<file path="src/rtl/serial_addsub.sv">
// Bit-serial (4-bit slice per cycle) adder/subtractor with carry/borrow flag.
// Define SERIAL_ADDSUB_OVF_EN to build the signed overflow flag; otherwise ovf is tied to 0.
module serial_addsub #(
    parameter int WIDTH = 16
) (
    input  logic             clk,
    input  logic             rst_n,
    input  logic             start,
    input  logic             sub,
    input  logic [WIDTH-1:0] a,
    input  logic [WIDTH-1:0] b,
    output logic             busy,
    output logic             done,
    output logic [WIDTH-1:0] result,
    output logic             cb,
    output logic             ovf
);

    localparam int NSLICE = WIDTH / 4;
    localparam int CW     = (NSLICE > 1) ? $clog2(NSLICE) : 1;

    localparam logic [1:0] IDLE = 2'd0;
    localparam logic [1:0] RUN  = 2'd1;
    localparam logic [1:0] DONE = 2'd2;

    logic [1:0]       r_state;
    logic [WIDTH-1:0] r_a;
    logic [WIDTH-1:0] r_b;
    logic [WIDTH-1:0] r_result;
    logic [CW-1:0]    r_cnt;
    logic             r_carry;
    logic             r_sub;
    logic             r_cb;

    logic [4:0]       w_sum;
    logic             w_last;

    // Operands shift right each slice, so the current slice is always in bits [3:0].
    assign w_sum  = {1'b0, r_a[3:0]} + {1'b0, r_b[3:0]} + {4'd0, r_carry};
    assign w_last = (r_cnt == CW'(NSLICE - 1));

    always_ff @(posedge clk or negedge rst_n) begin
        if (!rst_n) begin
            r_state  <= IDLE;
            r_a      <= '0;
            r_b      <= '0;
            r_result <= '0;
            r_cnt    <= '0;
            r_carry  <= 1'b0;
            r_sub    <= 1'b0;
            r_cb     <= 1'b0;
        end else begin
            case (r_state)
                IDLE, DONE: begin
                    if (start) begin
                        r_a     <= a;
                        r_b     <= sub ? ~b : b;
                        r_sub   <= sub;
                        r_carry <= sub;
                        r_cnt   <= '0;
                        r_state <= RUN;
                    end else begin
                        r_state <= IDLE;
                    end
                end
                RUN: begin
                    r_a     <= r_a >> 4;
                    r_b     <= r_b >> 4;
                    r_carry <= w_sum[4];
                    r_cnt   <= r_cnt + 1'b1;
                    for (int k = 0; k < NSLICE; k++) begin
                        if (r_cnt == CW'(k)) begin
                            r_result[4*k +: 4] <= w_sum[3:0];
                        end
                    end
                    if (w_last) begin
                        r_cb    <= w_sum[4] ^ r_sub;
                        r_state <= DONE;
                    end
                end
                default: r_state <= IDLE;
            endcase
        end
    end

`ifdef SERIAL_ADDSUB_OVF_EN
    logic r_ovf;

    // On the last slice r_a[3]/r_b[3] still hold the operand sign bits.
    always_ff @(posedge clk or negedge rst_n) begin
        if (!rst_n) begin
            r_ovf <= 1'b0;
        end else if (r_state == RUN && w_last) begin
            r_ovf <= (r_a[3] == r_b[3]) && (w_sum[3] != r_a[3]);
        end
    end

    assign ovf = r_ovf;
`else
    assign ovf = 1'b0;
`endif

    assign busy   = (r_state == RUN);
    assign done   = (r_state == DONE);
    assign result = r_result;
    assign cb     = r_cb;

endmodule
</file>
<file path="config.mk">
export PLATFORM = sky130hd
export DESIGN_NAME = serial_addsub
export DESIGN_NICKNAME = d
export VERILOG_FILES = /design/src/rtl/serial_addsub.sv
export SDC_FILE = /design/constraint.sdc
export NUM_CORES = 1
export LEC_CHECK = 0
export ABC_AREA = 1
export CAP_MARGIN = 20
export CORE_MARGIN = 8
export CORE_UTILIZATION = 45
export CTS_CLUSTER_SIZE = 14
export DETAILED_ROUTE_END_ITERATION = 8
export PLACE_DENSITY = 0.8
export RECOVER_POWER = 100
export REMOVE_ABC_BUFFERS = 1
export SLEW_MARGIN = 20
export SYNTH_ARGS = -nofsm -noshare
export SYNTH_HDL_FRONTEND = slang
export SYNTH_SLANG_ARGS = --single-unit
</file>
<file path="constraint.sdc">
create_clock -name clk -period 4.5 [get_ports clk]
set_input_delay 0.45 -clock clk [delete_from_list [all_inputs] [get_ports clk]]
set_output_delay 0.45 -clock clk [all_outputs]
set_load 0.03 [all_outputs]
</file>
# After elaboration in Yosys (flattened, before gate mapping)
# Index checks and enable logic that the tools add are counted.
[word_totals] register_bits=55 input_bits=36 elab_cells=45
[classes] n_addsub=3 eq_ne=7 n_mux=12 bitwise=2 reduce_logical=10
[op_table] operator="16-bit case mux with 2 select lines" n=2
[op_table] operator="16-bit 2-to-1 mux" n=3
[op_table] operator="16-bit NOT" n=1
[op_table] operator="2-bit AND reduction" n=6
[op_table] operator="2-bit case mux with 2 select lines" n=2
[op_table] operator="2-bit equality test (second input constant)" n=3
[op_table] operator="4-bit by 4-bit adder with 5-bit output" n=1
[op_table] operator="5-bit by 1-bit adder with 5-bit output" n=1
[op_table] operator="2-bit by 1-bit equality test with 1-bit output (second input constant)" n=2
[op_table] operator="2-bit logical NOT" n=2
[op_table] operator="2-bit 2-to-1 mux" n=2
[op_table] operator="2-bit by 1-bit adder with 2-bit output (second input constant)" n=1
[op_table] operator="1-bit 2-to-1 mux" n=2
[op_table] operator="2-bit by 1-bit inequality test with 1-bit output (second input constant)" n=1
[op_table] operator="2-bit inequality test (second input constant)" n=1
[op_table] operator="1-bit case mux with 2 select lines" n=1
[op_table] operator="2-bit nonzero test" n=1
[op_table] operator="2-bit OR reduction" n=1
[op_table] operator="1-bit bitwise XOR" n=1

# Depth between registers and ports, before layout
[depth] word_depth=4 depth_mapped=10

# Worst setup path after synthesis
# OpenSTA, ideal clock, no wires.
[synth_timing] kind="flip-flop to flip-flop" from="register r_a[0]" to="register r_cb, in the netlist cb" arrival_time_ns=1.554 setup_slack_ns=2.828 path_stages_with_launch=10 synth_period_minus_slack_ns=1.672 cell_sequence="dfrtp_1 -> inv_1 -> fa_1 -> fa_1 -> inv_1 -> nand2_1 -> nand2_1 -> nand3_1 -> nand3_1 -> nand2_1"
[synth_between] elab_chain_len=3
[synth_rtl] element="start: declaration" line_no="27" rtl="logic [WIDTH-1:0] r_a;"
[synth_rtl] element="start signal: assignment" line_no="67" rtl="r_a <= r_a >> 4;"
[synth_rtl] element="4-bit by 4-bit adder with 5-bit output" line_no="39" rtl="assign w_sum = {1'b0, r_a[3:0]} + {1'b0, r_b[3:0]} + {4'd0, r_carry};"
[synth_rtl] element="5-bit by 1-bit adder with 5-bit output" line_no="39"
[synth_rtl] element="1-bit bitwise XOR" line_no="77" rtl="r_cb <= w_sum[4] ^ r_sub;"
[synth_rtl] element="end signal: assignment" line_no="77"
[synth_rtl] element="end: declaration" line_no="33" rtl="logic r_cb;"
# Every way passes these cells.
# A chain may end at the register's enable or synchronous reset.

# Worst setup path after layout
[layout_timing] from="register r_state[1]" to="output port busy"
[layout_between] elab_chain_len=1
[layout_rtl] element="start: declaration" line_no="26" rtl="logic [1:0] r_state;"
[layout_rtl] element="start signal: assignment" line_no="44" rtl="r_state <= IDLE;"
[layout_rtl] element="start signal: assignment" line_no="61" rtl="r_state <= RUN;"
[layout_rtl] element="start signal: assignment" line_no="63" rtl="r_state <= IDLE;"
[layout_rtl] element="2-bit by 1-bit equality test with 1-bit output" line_no="103" rtl="assign busy = (r_state == RUN);"
[layout_rtl] element="end: declaration" line_no="12" rtl="output logic busy,"
# Every way passes these cells.

==> key figures <==
Outcome
  • Status: finished with violations
  • Failing checks: capacitance limit, slew limit

Drt
  • Number of remaining DRC errors: 0
  • Vias per cell: 4.91
  • DRT iter0 DRCs: 120
  • DRT Pass-1 Iters: 4
  • DR WL/cell: 12.8 um
  • Total number of vias: 2033
  • DRT Wirelength: 5300 um
  • ANT nets after route: 0

Die
  • IO Pins: 56
  • Initial Utilization: 45.7%
  • Die Ht: 92.6 um
  • Die footprint: 8570 um^2
  • Row cnt: 28
  • Die width: 92.6 um
  • Core Area: 5780 um^2

Power and ir drop
  • PD cells: 683 nW/um^2
  • Total leakage power: 1.54 nW
  • Worst IR Drop VDD: 325 uV
  • Comb pwr share: 49.3%
  • Total design power: 2.20 mW
  • Sw Share: 43.2%
  • Switch Pwr: 0.953 mW
  • Clock power share: 13.2%
  • Seq pwr share: 37.5%
  • Int Power: 1.25 mW

Hold path
  • Hold depth: 2
  • Worst Hold Class: flip-flop to flip-flop

Clock network
  • CTS clk-pin slew, worst paths: 0.09 ns
  • Cts bufs inserted: 5
  • Resized cells post-CTS: 0
  • CTS tree: yes
  • Htree depth: 2
  • Maximum clock path buffer count: 2
  • Setup bufs post-CTS: 0
  • CTS Hold Buffers Added: 0
  • Worst skew pair latency: 0.30 ns
  • CTS Root Cell: clkbuf_8
  • Num Clock Sinks: 55

Placed design
  • Post-DP HPWL: 3940 um
  • DP Worst Slack: 2.30 ns
  • GPL Wtd Cong: 0.845
  • IO Port Bufs: 54

Layout
  • Most frequent cells in the layout: nand2_1 (115), dfrtp_1 (55), clkdlybuf4s50_1 (33), inv_1 (20), dlygate4sd3_1 (20)
  • Layout net count: 383
  • # diodes: 0
  • Filler instances: 527
  • Layout cells sized above 1: 3.54%
  • Layout area overhead: 22.2%
  • Area occupied by multi-input gates: 1030 um^2
  • Sequential Area: 1380 um^2
  • Most common cell after layout, fill and taps aside: nand2_1
  • Fin util: 55.8%

STA
  • Pins Over Slew Limit: 56
  • Final min period: 2.84 ns
  • Achievable Freq: 0.353 GHz
  • Hold Slack: 0.478 ns
  • Tcrit/Tclk final: 63.0%
  • Relative slew slack: -89.3%
  • Worst clock skew: 0.00298 ns
  • Setup TNS: 0 ns
  • Final setup fails: 0
  • RSZ-0062 raised after global routing: false
  • Slew of the pin with the lowest slew margin: 2.84 ns
  • Hold Violations, Final: 0
  • Final worst slack: 1.66 ns

Critical path
  • Crit path capture type: output pin
  • Crit path kind: flip-flop to output pin
  • Worst Reg-to-Reg Cells: 6
  • Worst EP required: 4.05 ns
  • Largest driver fanout on the critical path: 30
  • Startpoint Class: flip-flop
  • CP Data Arrival Time: 2.39 ns
  • CP dominant cell by count: inv_1
  • Crit-path max cell delay: 0.85 ns
  • Slowest CP cell: dlygate4sd3_1
  • Worst path cell trace: inv_1 -> nand2_1 -> inv_1 -> dlygate4sd3_1

Synth
  • Area contributors post-synth: dfrtp_1 (52%), nand2_1 (15%), xnor2_1 (5.0%)
  • #FFs+latches synth: 55
  • Mapped Area: 2640 um^2
  • Post-Syn Instances: 287
  • Async SR Flop Fraction: 100%
  • Synth Warn #: 0
  • Distinct cell type count after synthesis: 24
  • Post-synth EDFFs: 0
  • Area leader, netlist: dfrtp_1
  • Post-synthesis sequential area ratio: 52.1%
  • Yosys top cell area share: 52.1%
  • Ys flop type: dfrtp_1
  • Post-Syn Area per Cell: 9.20 um^2

Global routing
  • Vias in the first global route: 2079
  • Pin count of the biggest net entering global routing: 56
  • Initial antenna violation count: 0
  • Overall Global Routing Usage: 13.6%
  • First-pass GRT wire length: 9500 um
  • Overflow after GRT: 0

Run
  • Maxcap violations: 1
==> Yosys cell counts (2+ instances only) <==
master and number:
nand2_4 4, buf_2 3, buf_4 2, inv_1 18, o21ai_1 8, ha_1 7
o211ai_1 17, fa_1 2, nand2_1 109, nand3_1 17, nand2_2 2, nor2_1 2
dfrtp_1 55, buf_6 4, inv_2 4, xnor2_1 15, o21ai_0 11
==> area by class of cell <==
cell class / count / share of cell area (%)
sequential: 55 / 42.7
multi-input combinational: 198 / 31.9
timing repair buffer: 55 / 16.7
clock buffer: 8 / 3.10
tap: 75 / 2.91
inverter: 23 / 2.71
==> metrics by stage <==
step	cell area [um^2]	cells
finish	3230	414
global route	3230	414
CTS	3270	414
detailed placement	3170	406
global placement	3170	406
floorplan	2530	276
==> worst paths after layout <==
path	from	to	slack [ns]
max reg2reg	r_state[0]	r_b[7]	1.98
max	r_state[1]	busy	1.66
min in group asynchronous	rst_n	result[0]	1.14
max in group asynchronous	rst_n	result[15]	1.76
min	r_a[12]	r_a[12]	0.48
min reg2reg	r_a[12]	r_a[12]	0.48
==> power groups by stage <==
stage,logic [mW],registers (mW),clock network [mW]
finish,1.09,0.827,0.291
global route,1.23,0.857,0.323
CTS,1.17,0.833,0.299
detailed placement,1.16,0.843,0
global placement,1.13,0.833,0
floorplan,0.652,0.963,0
==> state kept, by name, summed over array words and instances, names as in the netlist <==
register and cells:
r_a 16, r_b 16, result 16, r_cnt 2
r_state 2, cb 1, r_carry 1, r_sub 1
==> layer usage <==
layer  global-route usage (%)  share of wire [%]
met1                     17.0                 46
met2                     21.9                 46
met3                     4.53                6.5
met4                     3.76                1.1
met5                        0                  0
==> cell families after synthesis <==
| kind of cell | synth area share [%] |
|---|---|
| AOI/OAI and AO/OA | 8.63 |
| xor gates and xnor gates | 5.31 |
| adders and majority gates | 4.83 |
| buffers and inverters | 7.53 |
| DFF | 52.1 |
| other | 0.142 |
| and+or+nand+nor | 21.4 |
==> worst max-delay path: cells and delay by family (launching register included) <==
kind,cells,cell delay [ns]
buffers and inverters,3,1.60
DFF,1,0.37
and+or+nand+nor,1,0.11
(Power assumes the default switching activity.)
